## config.mk

```make
export PLATFORM = sky130hd
export DESIGN_NAME = i2s_receiver_flat
export DESIGN_NICKNAME = d
export VERILOG_FILES = /design/src/rtl/audio_pkg.sv /design/src/rtl/i2s_receiver_if.sv /design/src/rtl/i2s_rx_sync.sv /design/src/rtl/i2s_receiver.sv /design/src/flat_wrapper.sv
export SDC_FILE = /design/constraint.sdc
export NUM_CORES = 1
export LEC_CHECK = 0
export CAP_MARGIN = 15
export CORE_ASPECT_RATIO = 1.1
export CORE_MARGIN = 2
export CORE_UTILIZATION = 40
export DETAILED_ROUTE_END_ITERATION = 6
export HOLD_SLACK_MARGIN = 0.02
export MAX_ROUTING_LAYER = met4
export PLACE_DENSITY = 0.61
export SLEW_MARGIN = 10
export SYNTH_ARGS = -nofsm -noshare
export SYNTH_HDL_FRONTEND = slang
export SYNTH_HIERARCHICAL = 1
export SYNTH_SLANG_ARGS = --single-unit
```

## constraint.sdc

```tcl
create_clock -name in_clk -period 2.2 [get_ports in_clk]
set_clock_uncertainty 0.2 [all_clocks]
set_input_delay 0.66 -clock in_clk [delete_from_list [all_inputs] [get_ports in_clk]]
set_output_delay 0.66 -clock in_clk [all_outputs]
set_load 0.03 [all_outputs]
```

## src/rtl/audio_pkg.sv

```systemverilog
`default_nettype none
// +--------------------------------------------------------------------------+
// | audio_pkg                                                                |
// | Shared I2S audio constants, receiver state encoding and word packing.    |
// | Rev 1.0                                                                  |
// +--------------------------------------------------------------------------+
package audio_pkg;

  localparam int SAMPLE_BITS = 16;
  localparam int FRAME_BCK   = 64;
  localparam int WORD_BITS   = 2 * SAMPLE_BITS;

  typedef logic [SAMPLE_BITS-1:0] sample_t;
  typedef logic [WORD_BITS-1:0]   word_t;

  typedef enum logic [1:0] {
    ST_IDLE   = 2'd0,
    ST_WAIT_L = 2'd1,
    ST_LEFT   = 2'd2,
    ST_RIGHT  = 2'd3
  } rx_state_e;

  // Left sample occupies the upper half, matching the transmitter layout.
  function automatic word_t pack_word(input sample_t left, input sample_t right);
    return {left, right};
  endfunction

endpackage
`default_nettype wire

```

## src/rtl/i2s_receiver_if.sv

```systemverilog
`default_nettype none
// +--------------------------------------------------------------------------+
// | i2s_receiver_if                                                          |
// | I2S pins plus the buffered valid/ready output stream of the receiver.    |
// | Rev 1.0                                                                  |
// +--------------------------------------------------------------------------+
interface i2s_receiver_if;
  import audio_pkg::*;

  logic  bck;
  logic  lrck;
  logic  sin;
  word_t out_data;
  logic  out_valid;
  logic  out_ready;

  modport master (
    output bck, lrck, sin, out_ready,
    input  out_data, out_valid
  );

  modport slave (
    input  bck, lrck, sin, out_ready,
    output out_data, out_valid
  );

endinterface
`default_nettype wire

```

## src/rtl/i2s_rx_sync.sv

```systemverilog
`default_nettype none
// +--------------------------------------------------------------------------+
// | i2s_rx_sync                                                              |
// | Two-flop synchronizers for bck/lrck/sin and a bck rising-edge detector.  |
// | Rev 1.0                                                                  |
// +--------------------------------------------------------------------------+
module i2s_rx_sync (
  input  logic clk,
  input  logic rst,
  input  logic bck,
  input  logic lrck,
  input  logic sin,
  output logic bck_rise,
  output logic lrck_s,
  output logic sin_s
);

  logic [2:0] meta_q, meta_d;
  logic [2:0] sync_q, sync_d;
  logic       bck_hist_q, bck_hist_d;

  always_comb begin
    meta_d     = {bck, lrck, sin};
    sync_d     = meta_q;
    bck_hist_d = sync_q[2];
  end

  always_ff @(posedge clk) begin
    if (rst) begin
      meta_q     <= '0;
      sync_q     <= '0;
      bck_hist_q <= 1'b0;
    end else begin
      meta_q     <= meta_d;
      sync_q     <= sync_d;
      bck_hist_q <= bck_hist_d;
    end
  end

  // lrck/sin share bck's pipeline depth so they are sampled at the same bck edge.
  assign bck_rise = sync_q[2] & ~bck_hist_q;
  assign lrck_s   = sync_q[1];
  assign sin_s    = sync_q[0];

endmodule
`default_nettype wire

```

## src/rtl/i2s_receiver.sv

```systemverilog
`default_nettype none
// +--------------------------------------------------------------------------+
// | i2s_receiver                                                             |
// | I2S capture FSM with 22.05k decimation and a small output FIFO.          |
// | Rev 1.0                                                                  |
// +--------------------------------------------------------------------------+
module i2s_receiver
  import audio_pkg::*;
#(
  parameter int I2S_DELAY  = 0,
  parameter int FIFO_DEPTH = 2
) (
  input  logic          in_clk,
  input  logic          reset,
  input  logic          enable,
  input  logic          mode_22k,
  i2s_receiver_if.slave bus,
  output logic          overrun,
  output logic          frame_err,
  input  logic          clear_err
);

  localparam int           AW        = $clog2(FIFO_DEPTH);
  localparam int           CW        = $clog2(SAMPLE_BITS + 1);
  localparam logic [CW-1:0] CNT_FULL = CW'(SAMPLE_BITS);
  localparam logic [CW-1:0] CNT_LAST = CW'(SAMPLE_BITS - 1);
  localparam logic [AW:0]   PTR_ONE  = (AW + 1)'(1);

  logic bck_rise, lrck_s, sin_s;

  i2s_rx_sync u_sync (
    .clk      (in_clk),
    .rst      (reset),
    .bck      (bus.bck),
    .lrck     (bus.lrck),
    .sin      (bus.sin),
    .bck_rise (bck_rise),
    .lrck_s   (lrck_s),
    .sin_s    (sin_s)
  );

  // With no delay the bit sampled on the framing bck is already the MSB.
  logic          msb_on_edge;
  logic [CW-1:0] start_cnt;

  if (I2S_DELAY == 0) begin : g_msb_on_edge
    assign msb_on_edge = 1'b1;
    assign start_cnt   = CW'(1);
  end else begin : g_msb_delayed
    assign msb_on_edge = 1'b0;
    assign start_cnt   = '0;
  end

  rx_state_e     state_q, state_d;
  logic [CW-1:0] bit_cnt_q, bit_cnt_d;
  sample_t       left_q, left_d;
  sample_t       right_q, right_d;
  logic          lrck_prev_q, lrck_prev_d;
  logic          toggle_q, toggle_d;
  logic          overrun_q, overrun_d;
  logic          frame_err_q, frame_err_d;
  logic [AW:0]   wr_ptr_q, wr_ptr_d;
  logic [AW:0]   rd_ptr_q, rd_ptr_d;
  word_t         mem_q [FIFO_DEPTH];
  word_t         mem_d [FIFO_DEPTH];

  logic    lrck_fall, lrck_rise, can_shift;
  logic    word_done, ferr_set;
  logic    push, pop, full, wr_en, valid;
  sample_t left_shift, right_shift;
  word_t   push_word;

  assign left_shift  = {left_q[SAMPLE_BITS-2:0], sin_s};
  assign right_shift = {right_q[SAMPLE_BITS-2:0], sin_s};
  assign push_word   = pack_word(left_q, right_shift);
  assign lrck_fall   = bck_rise & lrck_prev_q & ~lrck_s;
  assign lrck_rise   = bck_rise & ~lrck_prev_q & lrck_s;
  assign can_shift   = bck_rise && (bit_cnt_q < CNT_FULL);

  always_comb begin
    state_d     = state_q;
    bit_cnt_d   = bit_cnt_q;
    left_d      = left_q;
    right_d     = right_q;
    toggle_d    = toggle_q;
    lrck_prev_d = bck_rise ? lrck_s : lrck_prev_q;
    word_done   = 1'b0;
    ferr_set    = 1'b0;

    case (state_q)
      ST_IDLE: begin
        toggle_d = 1'b0;
        if (enable) state_d = ST_WAIT_L;
      end
      ST_WAIT_L: begin
        if (lrck_fall) begin
          state_d   = ST_LEFT;
          bit_cnt_d = start_cnt;
          if (msb_on_edge) left_d = left_shift;
        end
      end
      ST_LEFT: begin
        if (lrck_rise) begin
          bit_cnt_d = start_cnt;
          if (bit_cnt_q == CNT_FULL) begin
            state_d = ST_RIGHT;
            if (msb_on_edge) right_d = right_shift;
          end else begin
            ferr_set = 1'b1;
            state_d  = ST_WAIT_L;
          end
        end else if (can_shift) begin
          left_d    = left_shift;
          bit_cnt_d = bit_cnt_q + CW'(1);
        end
      end
      ST_RIGHT: begin
        if (lrck_fall) begin
          // A short right half still leaves us framed on this new left half.
          ferr_set  = (bit_cnt_q != CNT_FULL);
          state_d   = ST_LEFT;
          bit_cnt_d = start_cnt;
          if (msb_on_edge) left_d = left_shift;
        end else if (can_shift) begin
          right_d   = right_shift;
          bit_cnt_d = bit_cnt_q + CW'(1);
          word_done = (bit_cnt_q == CNT_LAST);
        end
      end
      default: state_d = ST_IDLE;
    endcase

    if (word_done && mode_22k) toggle_d = ~toggle_q;

    if (!enable) begin
      state_d   = ST_IDLE;
      word_done = 1'b0;
      ferr_set  = 1'b0;
    end
  end

  assign valid = (wr_ptr_q != rd_ptr_q);
  assign pop   = valid & bus.out_ready;
  assign push  = word_done & (~mode_22k | ~toggle_q);
  assign full  = (wr_ptr_q[AW] != rd_ptr_q[AW]) &&
                 (wr_ptr_q[AW-1:0] == rd_ptr_q[AW-1:0]);
  // A same-cycle pop frees the head slot, so a push into a full FIFO still lands.
  assign wr_en = push & (~full | pop);

  always_comb begin
    mem_d    = mem_q;
    wr_ptr_d = wr_ptr_q;
    rd_ptr_d = rd_ptr_q;
    if (wr_en) begin
      mem_d[wr_ptr_q[AW-1:0]] = push_word;
      wr_ptr_d                = wr_ptr_q + PTR_ONE;
    end
    if (pop) rd_ptr_d = rd_ptr_q + PTR_ONE;

    overrun_d   = clear_err ? 1'b0 : (overrun_q | (push & full & ~pop));
    frame_err_d = clear_err ? 1'b0 : (frame_err_q | ferr_set);
  end

  always_ff @(posedge in_clk) begin
    if (reset) begin
      state_q     <= ST_IDLE;
      bit_cnt_q   <= '0;
      left_q      <= '0;
      right_q     <= '0;
      lrck_prev_q <= 1'b0;
      toggle_q    <= 1'b0;
      overrun_q   <= 1'b0;
      frame_err_q <= 1'b0;
      wr_ptr_q    <= '0;
      rd_ptr_q    <= '0;
      for (int i = 0; i < FIFO_DEPTH; i++) mem_q[i] <= '0;
    end else begin
      state_q     <= state_d;
      bit_cnt_q   <= bit_cnt_d;
      left_q      <= left_d;
      right_q     <= right_d;
      lrck_prev_q <= lrck_prev_d;
      toggle_q    <= toggle_d;
      overrun_q   <= overrun_d;
      frame_err_q <= frame_err_d;
      wr_ptr_q    <= wr_ptr_d;
      rd_ptr_q    <= rd_ptr_d;
      mem_q       <= mem_d;
    end
  end

  assign bus.out_data  = mem_q[rd_ptr_q[AW-1:0]];
  assign bus.out_valid = valid;
  assign overrun       = overrun_q;
  assign frame_err     = frame_err_q;

endmodule
`default_nettype wire

```

## src/flat_wrapper.sv

```systemverilog
// flat-port wrapper written by rule: the top's interface ports become plain ports
module i2s_receiver_flat import audio_pkg::*;
#(
  parameter int I2S_DELAY  = 0,
  parameter int FIFO_DEPTH = 2
)
  (in_clk, reset, enable, mode_22k, overrun, frame_err, clear_err, bus_bck, bus_lrck, bus_sin, bus_out_ready, bus_out_data, bus_out_valid);
  i2s_receiver_if bus_i ();
  input  logic in_clk;
  input  logic reset;
  input  logic enable;
  input  logic mode_22k;
  output logic overrun;
  output logic frame_err;
  input  logic clear_err;
  input wire logic [$bits(bus_i.bck)-1:0] bus_bck;
  input wire logic [$bits(bus_i.lrck)-1:0] bus_lrck;
  input wire logic [$bits(bus_i.sin)-1:0] bus_sin;
  input wire logic [$bits(bus_i.out_ready)-1:0] bus_out_ready;
  output wire logic [$bits(bus_i.out_data)-1:0] bus_out_data;
  output wire logic [$bits(bus_i.out_valid)-1:0] bus_out_valid;
  assign bus_i.bck = bus_bck;
  assign bus_i.lrck = bus_lrck;
  assign bus_i.sin = bus_sin;
  assign bus_i.out_ready = bus_out_ready;
  assign bus_out_data = bus_i.out_data;
  assign bus_out_valid = bus_i.out_valid;
  i2s_receiver #(.I2S_DELAY(I2S_DELAY), .FIFO_DEPTH(FIFO_DEPTH)) u_core (.in_clk(in_clk), .reset(reset), .enable(enable), .mode_22k(mode_22k), .bus(bus_i), .overrun(overrun), .frame_err(frame_err), .clear_err(clear_err));
endmodule
```

==> results of run 1 <==
## final timing paths
kind / cells past startpoint / slack, ps / start / endpoint
max: 5 / -250 / u_core/rd_ptr_q[0]$_SDFFE_PP0P_ / bus_out_data[15]
min: 1 / 240 / u_core/u_sync/meta_q[0]$_SDFF_PP0_ / u_core/u_sync/sync_q[0]$_SDFF_PP0_
max reg2reg: 7 / 50 / u_core/bit_cnt_q[0]$_SDFFE_PP0P_ / u_core/mem_q[56]$_SDFFE_PP0P_
min reg2reg: 1 / 240 / u_core/u_sync/meta_q[0]$_SDFF_PP0_ / u_core/u_sync/sync_q[0]$_SDFF_PP0_
## layout by cell type (no fill, tap or decap), types with 2 or more instances in the layout
master / count
dfxtp_1: 116
nand2b_1: 99
mux2i_1: 94
buf_6: 38
mux2_4: 32
buf_4: 24
clkbuf_16: 19
nor2b_1: 12
buf_12: 7
nor2_1: 7
clkbuf_8: 6
clkdlybuf4s50_1: 6
inv_1: 6
nand2_1: 6
o21ai_0: 6
clkbuf_1: 5
nor3_1: 5
xor2_1: 4
a21oi_1: 4
a31oi_1: 3
clkinv_2: 2
dlygate4sd2_1: 2
buf_8: 2
or3b_2: 2
nand3_1: 2
nor4bb_1: 2
and2_1: 2
or3_4: 2
nand4_1: 2
ha_1: 2
## sequential cells by signal (all words and copies together) (netlist names), 2 cells and up
register and count:
u_core/bit_cnt_q 5, u_core/rd_ptr_q 2, u_core/left_q 16, u_core/u_sync/sync_q 3, u_core/state_q 2, u_core/wr_ptr_q 2, u_core/mem_q 64, u_core/right_q 15
u_core/u_sync/meta_q 3
## repair_timing
item,in CTS,in global routing
pin swaps,1,2
gates resized for setup,223,20
setup buffers,6,3
endpoints found under the setup margin,68,68
cloned,3,3
## layer usage
| layer | track usage | wire length, um |
|---|---|---|
| met5 | - | 0 |
| met4 | 0.0640 | 149 |
| met3 | 0.0512 | 341 |
| met2 | 0.264 | 5320 |
| met1 | 0.202 | 5170 |
## cells by family after synthesis
logic type      count (synthesis)
simple gates                  153
fa+ha+maj                       3
xor+xnor                        5
compound gates                 21
mux                           129
flops                         117
buf+inv                        34
## worst max-delay path, cell delays in order, from the launching register on
cell,delay [ps]
dfxtp_4,360
buf_12,130
buf_8,130
buf_6,110
mux2_4,300
buf_6,140
## final cells by class
class                           instances  area (um^2)
Sequential cell                       117         2350
Inverter                                6         22.5
Tap cell                              157          196
Timing Repair Buffer                   84          951
Clock buffer                           28          527
Fill cell                            1107         5710
Multi-Input combinational cell        311         2690
Clock inverter                          3         40.0
## power groups by stage
stage / logic [W] / registers (W) / clock network, W
floorplan: 0.0000590 / 0.00217 / 0
detailed placement: 0.0000936 / 0.00218 / 0
global placement: 0.0000928 / 0.00218 / 0
global route: 0.000103 / 0.00213 / 0.00278
CTS: 0.0000951 / 0.00213 / 0.00267
finish: 0.0000955 / 0.00213 / 0.00262
## metrics by stage
| step | util | instance area, um^2 | setup TNS [ps] | setup slack, ps |
|---|---|---|---|---|
| after global routing | 0.543 | 6770 | -6760 | -292 |
| after global placement | 0.462 | 5760 | -34330 | -509 |
| final | 0.543 | 6770 | -5300 | -246 |
| after CTS | 0.534 | 6670 | -6970 | -285 |
| after detailed placement | 0.462 | 5760 | -34550 | -523 |
| after floorplan | - | 5060 | 0 | 108 |
==> summary.txt, run 1 <==
CTS
  • Clock Path Buffers: 2
  • Clock-pin slew on the worst setup and hold paths: 50 ps
  • Clock sinks: 117
  • Hold-fix buffers, CTS: 0
  • CTS root buf: clkbuf_16
  • Number of buffers created by CTS: 17
  • Clock Latency Late Sink: 410 ps
  • H-tree depth: 4
  • CTS tree: yes

Status
  • Outcome: finished, violations left
  • Failing checks: negative setup slack

Power and ir drop
  • Flop pwr share: 0.440
  • Switching Fraction: 0.194
  • PD cells: 716 mW/mm^2
  • Pint: 0.00390 W
  • NetSw: 0.000943 W
  • Peak supply drop: 0.000480 V
  • Total power: 0.00485 W
  • Leakage power: 3.07 nW
  • Comb power frac: 0.020
  • Clk network pwr share: 0.541

Logic synthesis
  • Cell taking the most area after synthesis: dfxtp_1
  • Post-Synth Simple-Gate Area: 0.190
  • Synth Register Bits: 117
  • Seq/Total Area, Yosys: 0.463
  • Largest family of logic cells by synthesized area: multiplexers
  • Mux cell area share after synthesis: 0.264
  • Cells after Synth: 462
  • EDFF count, synth: 0
  • Mean Syn Cell Area: 11.0 um^2
  • Asr flop ratio synth: 0
  • Area share of fa/ha/maj cells after synthesis: 0.00742
  • Synth cell types: 46
  • Cell with the most instances after synthesis: dfxtp_1
  • Synth top area share: 0.463
  • Net Count, Synth: 474
  • Post-Synth XOR/XNOR Area: 0.00865
  • Ys flop type: dfxtp_1
  • Synth Area in Compound Gates: 0.0267
  • Dominant cells by area after synthesis: dfxtp_1 46%, mux2i_1 19%, nand2b_1 12%
  • Synth warn: 6
  • Commonest cells in the netlist: 117 x dfxtp_1, 99 x nand2b_1, 95 x mux2i_1
  • Synth Cell Area: 0.00506 mm^2

Detailed routing
  • DRC violations left: 0
  • Drt wl/cell: 15.6 um
  • Via Count: 3459
  • Vias per Instance: 4.90
  • Final antenna-violating net count: 0
  • Initial DRT Pass Iterations: 4
  • Routed WL: 11.0 mm
  • 1st-iter DRT viols: 152

Setup path
  • WP data required: 1340 ps
  • CP endpoint kind: primary output
  • CP Max Fanout: 4
  • Arrival @ worst endpoint: 1590 ps
  • Setup CP Type: flip-flop to primary output
  • Startpoint types: flip-flop

Floorplan
  • Die Span Y: 122 um
  • Row count: 43
  • IO Count: 44
  • Die ar.: 0.0136 mm^2
  • Starting density of the core: 0.405
  • Die width: 111 um
  • Core box area: 0.0125 mm^2

Place
  • Hpwl dp: 6.23 mm
  • PortBufs: 43
  • RePlAce Congestion: 0.790
  • Dpl cells: 663

Final layout
  • Ant. Diodes: 0
  • NumNets Final: 549
  • Ratio of cells with drive above 1 in the final layout: 0.273
  • Fin cells: 706
  • Synth-to-Final Area Change: 33.8%

STA
  • Worst-Margin Slew: 388 ps
  • Fin crit period: 2450 ps
  • Slew Limit Fails: 0
  • Hold_ws: 237 ps
  • Fmax: 409 MHz
  • Setup Viol. Count Final: 33
  • Final Cycle Share: 1.11
  • Final Hold Vio Count: 0
  • RSZ-0062 raised after global routing: yes
  • Slew margin rel.: 0.739
  • PnR worst setup slack: -246 ps

Run
  • Max-cap violations: 0

Global route
  • Antenna violations before repair: 0
  • Largest net degree at the start of global routing: 86
  • Global-route wire length before repair: 17.3 mm
  • Vias in the first global route: 3470
  • Grt ovf: 0
  • Total GRT Usage: 0.167

Worst hold path
  • Min-Delay Path Class: flip-flop to flip-flop
(Power assumes the default switching activity.)
==> inputs of run 2 (changes only) <==
--- a/config.mk
+++ b/config.mk
@@ -9,6 +9,7 @@
 export CORE_ASPECT_RATIO = 1.1
 export CORE_MARGIN = 2
 export CORE_UTILIZATION = 40
+export CTS_BUF_LIST = sky130_fd_sc_hd__clkbuf_16
 export DETAILED_ROUTE_END_ITERATION = 6
 export HOLD_SLACK_MARGIN = 0.02
 export MAX_ROUTING_LAYER = met4
==> run 2 against run 1 <==
Compared with the run above: the flow still finishes with violations (negative setup slack); utilization down 0.48 points; count of clock-buffer cells in the layout is 11 lower; hold slack worse by 1.4 ps; non-clock buffer count unchanged; critical path depth stayed put; global-route usage up 0.087 points; final cell count unchanged.
==> summary.txt, run 2 (same netlist as run 1, synthesis figures left out) <==
Detailed routing
  • Via Count: 3447
  • Routed WL: 11.0 mm
  • Final antenna-violating net count: 0
  • 1st-iter DRT viols: 184
  • Vias per Instance: 4.88
  • DRC violations left: 0
  • Drt wl/cell: 15.6 um
  • Initial DRT Pass Iterations: 4

Place
  • RePlAce Congestion: 0.790
  • Place WS: -523 ps
  • PortBufs: 43
  • Area of placed instances: 0.00576 mm^2
  • Hpwl dp: 6.23 mm

Setup path
  • CP Max Fanout: 4
  • Arrival @ worst endpoint: 1580 ps
  • Setup CP Type: flip-flop to primary output
  • Startpoint types: flip-flop
  • CP endpoint kind: primary output
  • WP data required: 1340 ps

Final layout
  • Ant. Diodes: 0
  • Synth-to-Final Area Change: 32.6%
  • Max FFs per register: 64
  • Commonest non-fill, non-tap cells in the layout: 116 x dfxtp_1, 99 x nand2b_1, 94 x mux2i_1
  • Final Instance Area: 0.00671 mm^2
  • NumNets Final: 549
  • Commonest non-fill, non-tap cell in the layout: dfxtp_1
  • Ratio of cells with drive above 1 in the final layout: 0.262
  • Largest Register: u_core/mem_q
  • Top Registers: u_core/mem_q (64), u_core/left_q (16), u_core/right_q (15)
  • Fill cell total of the finished layout: 1130

Global route
  • Total GRT Usage: 0.168
  • Antenna violations before repair: 0
  • Largest net degree at the start of global routing: 86
  • Grt ovf: 0
  • Vias in the first global route: 3464
  • Global-route wire length before repair: 17.4 mm

Power and ir drop
  • PD cells: 686 mW/mm^2
  • Leakage power: 3.06 nW
  • Peak supply drop: 0.000481 V

Floorplan
  • Row count: 43
  • IO Count: 44
  • Die Span Y: 122 um
  • Die ar.: 0.0136 mm^2
  • Starting density of the core: 0.405
  • Die width: 111 um
  • Core box area: 0.0125 mm^2

STA
  • TNS Setup: -5200 ps
  • Setup Viol. Count Final: 33
  • Hold_ws: 235 ps
  • Fin crit period: 2440 ps
  • Slew margin rel.: 0.749
  • Fmax: 409 MHz
  • Worst-Margin Slew: 373 ps
  • Slew Limit Fails: 0
  • RSZ-0062 raised after global routing: yes
  • Final Cycle Share: 1.11
  • Final Hold Vio Count: 0
  • PnR worst setup slack: -244 ps

Status
  • Outcome: finished, violations left
  • Failing checks: negative setup slack

CTS
  • Clock sinks: 117
  • H-tree depth: 4
  • Clock Path Buffers: 2
  • CTS tree: yes
  • Number of buffers created by CTS: 17
  • Clock-pin slew on the worst setup and hold paths: 50 ps
  • CTS root buf: clkbuf_16
  • Clock Latency Late Sink: 410 ps

Run
  • Max-cap violations: 0

Worst hold path
  • Min-Delay Path Class: flip-flop to flip-flop
==> run 2: cell types whose count changed in the layout (fill, tap and decap cells not counted), sizes merged <==
cell,before,now
clkbuf,30,19
clkinv,2,8
inv,6,11
==> run 2: cell type report <==
class	count	area [um^2]	share of cell area
flip-flops and latches	117	2350	0.350
multi-input cells	311	2690	0.401
inverters	6	22.5	0.00336
well taps	157	196	0.0293
clock buffers	17	425	0.0634
repair buffers	84	951	0.142
clock inverters	14	81.3	0.0121
==> run 2: power breakdown <==
part | internal (W) | leakage [nW] | switching (W)
Sequential | 0.00213 | 0.944 | 0.00000338
Combinational | 0.0000539 | 1.85 | 0.0000419
Clock | 0.00149 | 0.267 | 0.000891
==> run 2: critical path: stages (launching register included) <==
cell     delay, ps
dfxtp_4        360
buf_12         130
buf_8          130
buf_6          110
mux2_4         300
buf_6          140
==> run 2: worst paths after layout <==
path	from	endpoint	slack, ps	cells past startpoint
max	u_core/rd_ptr_q[0]$_SDFFE_PP0P_	bus_out_data[15]	-240	5
min	u_core/u_sync/meta_q[0]$_SDFF_PP0_	u_core/u_sync/sync_q[0]$_SDFF_PP0_	240	1
max reg2reg	u_core/bit_cnt_q[0]$_SDFFE_PP0P_	u_core/mem_q[56]$_SDFFE_PP0P_	50	7
min reg2reg	u_core/u_sync/meta_q[0]$_SDFF_PP0_	u_core/u_sync/sync_q[0]$_SDFF_PP0_	240	1
==> run 2: per-layer routing <==
metal / up-vias / track usage / part of all wire
met2: 48 / 0.263 / 0.48
met3: 12 / 0.0468 / 0.028
met1: 1654 / 0.204 / 0.48
met5: - / - / 0
met4: 0 / 0.0756 / 0.018
li1: 1733 / - / -
==> run 2: metrics by stage <==
stage | instances | utilization | power (W)
floorplan | 462 | - | 0.00223
global placement | 663 | 0.462 | 0.00227
detailed placement | 663 | 0.462 | 0.00227
CTS | 703 | 0.529 | 0.00466
global route | 706 | 0.538 | 0.00477
finish | 706 | 0.538 | 0.00461
==> run 2: timing repair <==
item	CTS	global route
hold buffers	0	0
gates cloned	3	3
pin swaps	1	2
endpoints found under the setup margin	74	60
gates resized for setup	222	21
buffers inserted	6	3
hold endpoints to repair	0	0
